===== config.mk =====
export PLATFORM = sky130hd
export DESIGN_NAME = glb_stream_agen
export DESIGN_NICKNAME = d
export VERILOG_FILES = /design/src/rtl/glb_stream_agen.sv
export SDC_FILE = /design/constraint.sdc
export NUM_CORES = 1
export LEC_CHECK = 0
export CAP_MARGIN = 20
export CORE_MARGIN = 5
export CORE_UTILIZATION = 50
export CTS_BUF_LIST = sky130_fd_sc_hd__clkbuf_4 sky130_fd_sc_hd__clkbuf_8
export DETAILED_ROUTE_END_ITERATION = 10
export DONT_BUFFER_PORTS = 1
export PLACE_DENSITY = 0.78
export SYNTH_ARGS = -nofsm -noshare
export SYNTH_HDL_FRONTEND = slang
export SYNTH_SLANG_ARGS = --single-unit

===== constraint.sdc =====
create_clock -name clk -period 5.9 [get_ports clk]
set_input_delay 1.77 -clock clk [delete_from_list [all_inputs] [get_ports clk]]
set_output_delay 1.77 -clock clk [all_outputs]
set_load 0.02 [all_outputs]

===== src/rtl/glb_stream_agen.sv =====
// glb_stream_agen: L-level nested-loop GLB address sequencer driving a read
// stream (GLB -> out) or a write stream (in -> GLB) with a 2-entry skid FIFO.
module glb_stream_agen #(
  parameter int unsigned DATA_SIZE = 32,
  parameter int unsigned ADDR_W    = 32,
  parameter int unsigned CNT_W     = 8,
  parameter int unsigned STR_W     = 16,
  parameter int unsigned L         = 4,
  parameter int unsigned BE_W      = 4
) (
  input  logic                 clk,
  input  logic                 rst,
  input  logic                 start,
  input  logic                 abort,
  input  logic                 mode,
  input  logic [ADDR_W-1:0]    base_addr,
  input  logic [L*CNT_W-1:0]   ext,
  input  logic [L*STR_W-1:0]   stride,
  input  logic [BE_W-1:0]      be_mask,
  output logic                 busy,
  output logic                 done,
  output logic [BE_W-1:0]      glb_re,
  output logic [ADDR_W-1:0]    glb_r_addr,
  input  logic [DATA_SIZE-1:0] glb_r_data,
  output logic [BE_W-1:0]      glb_we,
  output logic [ADDR_W-1:0]    glb_w_addr,
  output logic [DATA_SIZE-1:0] glb_w_data,
  output logic                 out_valid,
  input  logic                 out_ready,
  output logic [DATA_SIZE-1:0] out_data,
  output logic [L*CNT_W-1:0]   out_idx,
  input  logic                 in_valid,
  output logic                 in_ready,
  input  logic [DATA_SIZE-1:0] in_data,
  output logic [L*CNT_W-1:0]   cur_idx
);
  localparam int unsigned IDX_W = L * CNT_W;

  typedef enum logic [1:0] {IDLE, RUN, DRAIN, DONE} state_t;
  state_t state, state_nxt;

  // Latched job configuration
  logic              mode_q;
  logic [BE_W-1:0]   be_q;
  logic [CNT_W-1:0]  ext_q [L];
  logic [STR_W-1:0]  str_q [L];

  // Loop indices; lvl_addr_q[i] = base + sum over j>=i of idx_j*stride_j
  logic [CNT_W-1:0]  idx_q [L];
  logic [ADDR_W-1:0] lvl_addr_q [L];

  // Read skid FIFO and the single read that can be in flight
  logic [DATA_SIZE-1:0] fifo_data_q [2];
  logic [IDX_W-1:0]     fifo_idx_q [2];
  logic                 rd_ptr_q, wr_ptr_q;
  logic [1:0]           count_q, count_nxt;
  logic                 rd_pend_q;
  logic [IDX_W-1:0]     pend_idx_q;

  logic [IDX_W-1:0]     idx_flat;
  logic [L-1:0]         carry, inc;
  logic [ADDR_W-1:0]    step_addr;
  logic                 is_last, ext_zero;
  logic                 issue, wr_fire, adv, flush;
  logic                 head_valid, push, fifo_pop;
  logic [DATA_SIZE-1:0] head_data;
  logic [IDX_W-1:0]     head_idx;

  // Carry chain: inc marks the one level that steps; carry marks it and all levels below
  always_comb begin
    logic c, m;
    c         = 1'b1;
    m         = 1'b0;
    ext_zero  = 1'b0;
    step_addr = '0;
    idx_flat  = '0;
    carry     = '0;
    inc       = '0;
    for (int i = 0; i < L; i++) begin
      idx_flat[i*CNT_W +: CNT_W] = idx_q[i];
      m        = (idx_q[i] == ext_q[i] - CNT_W'(1));
      carry[i] = c;
      inc[i]   = c & ~m;
      if (c && !m) step_addr = lvl_addr_q[i] + ADDR_W'(str_q[i]);
      c = c & m;
      if (ext[i*CNT_W +: CNT_W] == '0) ext_zero = 1'b1;
    end
    is_last = c;
  end

  // Issue / handshake / FIFO bookkeeping; an empty FIFO bypasses returning data to the head
  always_comb begin
    flush      = abort && (state != IDLE);
    issue      = (state == RUN) && !mode_q && ((count_q + 2'(rd_pend_q)) < 2'd2);
    wr_fire    = (state == RUN) && mode_q && in_valid;
    adv        = issue || wr_fire;
    head_valid = (count_q != 2'd0) || rd_pend_q;
    head_data  = (count_q != 2'd0) ? fifo_data_q[rd_ptr_q] : glb_r_data;
    head_idx   = (count_q != 2'd0) ? fifo_idx_q[rd_ptr_q] : pend_idx_q;
    fifo_pop   = out_ready && (count_q != 2'd0);
    push       = rd_pend_q && !((count_q == 2'd0) && out_ready);
    count_nxt  = count_q + 2'(push) - 2'(fifo_pop);
  end

  // State register
  always_ff @(posedge clk) begin
    if (rst) state <= IDLE;
    else     state <= state_nxt;
  end

  // Next state and outputs; abort overrides everything else
  always_comb begin
    state_nxt  = state;
    busy       = (state != IDLE);
    done       = 1'b0;
    in_ready   = 1'b0;
    glb_re     = '0;
    glb_r_addr = '0;
    glb_we     = '0;
    glb_w_addr = '0;
    glb_w_data = '0;
    out_valid  = head_valid;
    out_data   = head_valid ? head_data : '0;
    out_idx    = head_valid ? head_idx : '0;
    cur_idx    = idx_flat;
    case (state)
      IDLE: if (start) state_nxt = ext_zero ? DONE : RUN;
      RUN: begin
        in_ready = mode_q;
        if (issue) begin
          glb_re     = be_q;
          glb_r_addr = lvl_addr_q[0];
        end
        if (wr_fire) begin
          glb_we     = be_q;
          glb_w_addr = lvl_addr_q[0];
          glb_w_data = in_data;
        end
        if (adv && is_last) state_nxt = mode_q ? DONE : DRAIN;
      end
      DRAIN: if (count_nxt == 2'd0) state_nxt = DONE;
      DONE: begin
        done      = 1'b1;
        state_nxt = IDLE;
      end
      default: state_nxt = IDLE;
    endcase
    if (flush) state_nxt = IDLE;
  end

  // Job latch and incremental index/address advance (held on the last element)
  always_ff @(posedge clk) begin
    if (rst) begin
      mode_q <= 1'b0;
      be_q   <= '0;
      for (int i = 0; i < L; i++) begin
        ext_q[i]      <= '0;
        str_q[i]      <= '0;
        idx_q[i]      <= '0;
        lvl_addr_q[i] <= '0;
      end
    end else if ((state == IDLE) && start) begin
      mode_q <= mode;
      be_q   <= be_mask;
      for (int i = 0; i < L; i++) begin
        ext_q[i]      <= ext[i*CNT_W +: CNT_W];
        str_q[i]      <= stride[i*STR_W +: STR_W];
        idx_q[i]      <= '0;
        lvl_addr_q[i] <= base_addr;
      end
    end else if (adv && !is_last) begin
      for (int i = 0; i < L; i++) begin
        if (inc[i])        idx_q[i] <= idx_q[i] + CNT_W'(1);
        else if (carry[i]) idx_q[i] <= '0;
        if (carry[i]) lvl_addr_q[i] <= step_addr;
      end
    end
  end

  // FIFO pointers, occupancy and in-flight flag; abort drops everything including the pending read
  always_ff @(posedge clk) begin
    if (rst || flush) begin
      count_q   <= '0;
      rd_ptr_q  <= 1'b0;
      wr_ptr_q  <= 1'b0;
      rd_pend_q <= 1'b0;
    end else begin
      count_q   <= count_nxt;
      rd_pend_q <= issue;
      if (push)     wr_ptr_q <= ~wr_ptr_q;
      if (fifo_pop) rd_ptr_q <= ~rd_ptr_q;
    end
  end

  // FIFO storage and the index tuple of the read in flight
  always_ff @(posedge clk) begin
    if (issue) pend_idx_q <= idx_flat;
    if (push) begin
      fifo_data_q[wr_ptr_q] <= glb_r_data;
      fifo_idx_q[wr_ptr_q]  <= pend_idx_q;
    end
  end

endmodule


# ---- Word level (Yosys, flattened, before mapping)
# Memory sizes are Yosys's and may differ from the RTL's. A register that Yosys moved wholly into a read port is not among the register bits.
# Index checks and enable logic that the tools add are counted.
dict set report totals {
  elab_cells 236
  n_memories 6
  mem_bits_rw 384
  romBits 0
  ff_bits 44
  latch_bits 0
  input_bits 203
}
# name depth word_bits read_ports rd_ports_with_merged_regs write_ports line
set memory_table {}
lappend memory_table {lvl_addr_q 4 32 4 0 4 50} ;# logic [ADDR_W-1:0] lvl_addr_q [L];
lappend memory_table {fifo_data_q 2 32 1 1 1 53} ;# logic [DATA_SIZE-1:0] fifo_data_q [2];
lappend memory_table {fifo_idx_q 2 32 1 1 1 54} ;# logic [IDX_W-1:0] fifo_idx_q [2];
lappend memory_table {str_q 4 16 4 0 4 46} ;# logic [STR_W-1:0] str_q [L];
lappend memory_table {ext_q 4 8 4 0 4 45} ;# logic [CNT_W-1:0] ext_q [L];
lappend memory_table {idx_q 4 8 4 0 4 49} ;# logic [CNT_W-1:0] idx_q [L];
dict set report op_classes {
  n_reduce_logical 34
  muxes 123
  mul 0
  n_addsub 15
  bitwise_logic 39
  order_cmp 1
  eq_ne 10
  shift 0
  n_div 0
}
# cell n
set op_table {}
lappend op_table {{32-bit 2-to-1 mux} 22}
lappend op_table {{32-bit by 16-bit adder with 32-bit output} 4}
lappend op_table {{8-bit 2-to-1 mux} 16}
lappend op_table {{1-bit 2-to-1 mux} 72}
lappend op_table {{16-bit 2-to-1 mux} 4}
lappend op_table {{8-bit by 1-bit adder with 8-bit output, second input constant} 4}
lappend op_table {{8-bit equality test} 4}
lappend op_table {{8-bit logical NOT} 4}
lappend op_table {{8-bit by 1-bit subtractor with 8-bit output, second input constant} 4}
lappend op_table {{1-bit bitwise OR} 28}
lappend op_table {{4-bit 2-to-1 mux} 4}
lappend op_table {{1-bit logical AND} 14}
lappend op_table {{2-bit 2-to-1 mux} 4}
lappend op_table {{2-bit one-hot mux with 4 select lines} 1}
lappend op_table {{1-bit bitwise AND} 6}
lappend op_table {{1-bit logical NOT} 6}
lappend op_table {{2-bit logical NOT} 3}
lappend op_table {{1-bit inverter} 5}
lappend op_table {{2-bit by 1-bit adder with 2-bit output} 2}
lappend op_table {{2-bit equality test, second input constant} 2}
lappend op_table {{2-bit inequality test, second input constant} 2}
lappend op_table {{2-bit nonzero test} 2}
lappend op_table {{1-bit logical OR} 3}
lappend op_table {{3-bit AND reduction} 1}
lappend op_table {{5 further kinds} 5}

# ---- Logic depth before layout (Yosys ltp)
# An unclocked memory read counts as a cell.
dict set report depth {
  ltp_word 14
  ltp_mapped 13
}

# ---- Worst setup path after synthesis
# Ideal clock, no wire load.
dict set report synth_path {
  kind {input -> register}
  start {input port start}
  end {memory lvl_addr_q[0][0], enable pin}
  slack_ns 0.106
  stages 7
  arrival_time_ns 5.315
  path_cell_list {a21oi_1 -> inv_1 -> nor2_1 -> o31ai_1 -> buf_2 -> buf_2 -> nand2_1}
}
# item line
set synth_lines {}
lappend synth_lines {{start: declaration} 13} ;# input logic start,
lappend synth_lines {{end: declaration} 50}

# ---- Worst setup path after layout
dict set report layout_path {
  start {input port in_valid}
  end {output port glb_w_data[27]}
}
dict set report layout_between {
  elab_chain_cells 3
}
# item line
set layout_lines {}
lappend layout_lines {{start: declaration} 32} ;# input logic in_valid,
lappend layout_lines {{1-bit logical AND} 95} ;# wr_fire = (state == RUN) && mode_q && in_valid;
lappend layout_lines {{32-bit 2-to-1 mux} 134} ;# if (wr_fire) begin
lappend layout_lines {{32-bit 2-to-1 mux} 126} ;# case (state)
lappend layout_lines {{end: declaration} 27} ;# output logic [DATA_SIZE-1:0] glb_w_data,
# No other way between the ends.

==> flow_metrics.tcl <==
set metrics [dict create \
    mappedNetlistArea_sq_um 23400 \
    grt-ovfl-total 0 \
    synth_cell_types 71 \
    rrSetupSlack_ps 1580 \
    p_per_area_nw_per_um2 422 \
    period_needed_ps 4790 \
    post_cts_buffers 0 \
    cts_inserted_buffers 73 \
    timing.fmax_ghz 0.209 \
    dieArea_sq_um 51200 \
    dr.pass1.iters 5 \
    synth-edff-count 408 \
    cpMaxStageDelayCell "and3_2" \
    yosys_warnings 0 \
    dr.first_iter.drc_count 1577 \
    required_ps 4130 \
    cts_tree "done" \
    crit_arrival_ps 3020 \
    status "complete, no violations" \
    async_flop_share 0 \
    synth_top_family_by_area "simple AND/OR/NAND/NOR gates" \
    cts_resized 0 \
    dieHeight_um 226 \
    rr_endpoint "lvl_addr_q[3][3]" \
    start_util 0.504 \
    path_cells "and3_2, and2_1" \
    holdBufCountCts 0 \
    rows 79 \
    synth-simple-area-share 0.161 \
    syn_to_final_growth_pct 9.21 \
    cts_root_buffer "clkbuf_8" \
    track_usage 0.247 \
    antenna_found_initial 6 \
    synth_area_leaders "edfxtp_1 52%, and2_1 5.6%, ha_1 4.2%" \
    slowest_delay_ps 840 \
    ios 407 \
    setup_ws_ps 1110 \
    critical_path_class "primary input to output port" \
    clock-sinks 429 \
    drtAntennaViolNets 0 \
    grt_pass1_wl_um 97000 \
    synth_fp_nets 2392 \
    p_leak_nw 9.39 \
    slew-limit-headroom 0.261 \
    worst_slew_pin_slew_ps 1110 \
    ys_ff_latch 429 \
    vias_per_cell 6.19 \
    pre_cts_slack_ps 1120 \
    r2r_start "ext_q[1][0]" \
    clkLatencyLatePin_ps 660 \
    cap_violations 0 \
    synth_top_cell_by_area "edfxtp_1" \
    drv_slew 0 \
    synth.top_cell.area_share 0.524 \
    ys_top_cells_by_count "408 x edfxtp_1, 209 x and2_1, 185 x o21ai_0" \
    rsz0062_at_grt "no" \
    path_clk_slew_ps 60 \
    cts_max_path_buffers 3 \
    synth-xor-area-share 0.0667 \
    grt_start_max_net_pins 131 \
    syn_area_per_cell_sq_um 11.1 \
    io_buffers 0 \
    critical_path_buf_inv_count 0 \
    endpoint_kind "output port" \
    grt_pass1_vias 16476 \
    place_hpwl_um 47800 \
    setup_viol 0 \
    synth_fa_ha_area_frac 0.0457 \
    worst_setup_path_start_kind "primary input" \
    cp_top_family "simple AND/OR/NAND/NOR gates" \
    vias 17194 \
    syn_inst 2106 \
    synth_compound_area_frac 0.133 \
    die_w_um 226 \
    timing.hold.ws_ps 466 \
    setup_tns_ps 0 \
    drcViolationCount 0 \
    min_to "fifo_idx_q[1][24]" \
    min_path_cells 0 \
    cp_max_fo 70 \
    place.gp.congestion 0.972 \
    post-route-period-util 0.812 \
    nets 2401 \
    worst_hold_startpoint "pend_idx_q[24]" \
    wl_um 65900 \
    drive_gt1_frac 0.0794 \
    yosysSeqAreaShare 0.542 \
    htree_levels 3 \
    synth_most_common_cell "edfxtp_1" \
    synthMuxAreaShare 0.0292 \
    synth-main-ff-cell "edfxtp_1" \
    routedWlPerCell_um 23.7 \
    finClkSkew_ps 51.7 \
    fin_util 0.551 \
    core_area_sq_um 46400 \
    reg2reg_depth 12 \
    vdd_drop_max_mv 0.295 \
    hold_viol 0 \
    min_path_type "flip-flop to flip-flop" \
]
worst max-delay path by stage:
stage,startpoint,endpoint,slack [ps],depth (start not counted)
2_1_floorplan,start,lvl_addr_q[0][0],110,7
3_3_place_gp,in_valid,glb_w_data[24],1200,2
3_5_place_dp,in_valid,glb_w_data[26],1120,2
4_1_cts,in_valid,glb_w_data[26],1120,2
5_1_grt,in_valid,glb_w_data[15],990,2
6_report,in_valid,glb_w_data[27],1110,2
layout make-up:
type,count,area (sq um)
multi-input cells,1536,10200
fillers,3849,20800
flip-flops and latches,429,12700
inverters,43,164
clock inverters,28,228
clock buffers,97,1210
well taps,607,759
diodes,5,12.5
repair buffers,32,240
where the power goes:
group,internal [mW],leakage [nW],switching [mW]
clock network,1.47,0.753,1.20
logic,1.12,4.32,2.36
registers,4.06,4.32,0.571
total,6.65,9.39,4.13
cell families (layout without fill, tap and decap cells):
group | after synthesis | in the layout
fa+ha+maj | 83 | 83
xor+xnor | 178 | 178
mux | 68 | 68
flops | 429 | 429
other cells | 0 | 5
buf+inv | 141 | 200
compound gates | 499 | 499
simple gates | 708 | 708
state kept, by name (all words and copies together), names as in the netlist, named ones only:
signal       count
ext_q           32
count_q          2
be_q             4
state            2
fifo_idx_q      64
rd_pend_q        1
mode_q           1
idx_q           32
pend_idx_q      32
lvl_addr_q     128
fifo_data_q     64
rd_ptr_q         1
wr_ptr_q         1
str_q           64
metrics by stage:
step	instance area (sq um)	std cells	power [mW]
floorplan	23400	2106	7.11
global placement	24100	2647	7.97
detailed placement	24100	2647	8.10
CTS	25500	2772	10.8
global route	25500	2773	11.3
finish	25500	2777	10.8
routing by layer:
metal  GRT usage  routed length [um]
met4      0.0920                2350
met5           0                  13
met2       0.397               30800
met1       0.321               25700
met3      0.0680                7100
cells in the final DEF, fill, tap and decap left out, types with 6 or more instances in the layout:
cell type | Yosys | final
edfxtp_1 | 408 | 408
and2_1 | 209 | 209
o21ai_0 | 185 | 184
nand2_1 | 131 | 131
nand3_1 | 115 | 115
nor2_1 | 105 | 102
a21oi_1 | 104 | 102
xnor2_1 | 92 | 92
xor2_1 | 86 | 86
ha_1 | 79 | 79
clkbuf_8 | 0 | 77
mux2i_1 | 67 | 67
inv_1 | 43 | 42
a21o_1 | 34 | 34
buf_4 | 0 | 32
and3_1 | 32 | 30
nand4_1 | 23 | 23
clkbuf_4 | 0 | 20
o31ai_1 | 20 | 19
dfxtp_1 | 21 | 19
nor3_1 | 17 | 16
a22o_1 | 14 | 14
nor2b_1 | 13 | 13
nor4_1 | 13 | 13
o211ai_1 | 13 | 13
a211oi_1 | 13 | 13
o22ai_1 | 12 | 12
a221oi_1 | 12 | 12
a31oi_1 | 11 | 11
o221ai_1 | 11 | 11
clkinv_1 | 0 | 11
or3_1 | 8 | 8
o21bai_1 | 8 | 8
a21boi_0 | 8 | 8
clkinv_2 | 0 | 8
nand2b_1 | 7 | 7
and4_1 | 6 | 6
o2111ai_1 | 6 | 6
Power figures use the tool's default switching activity.
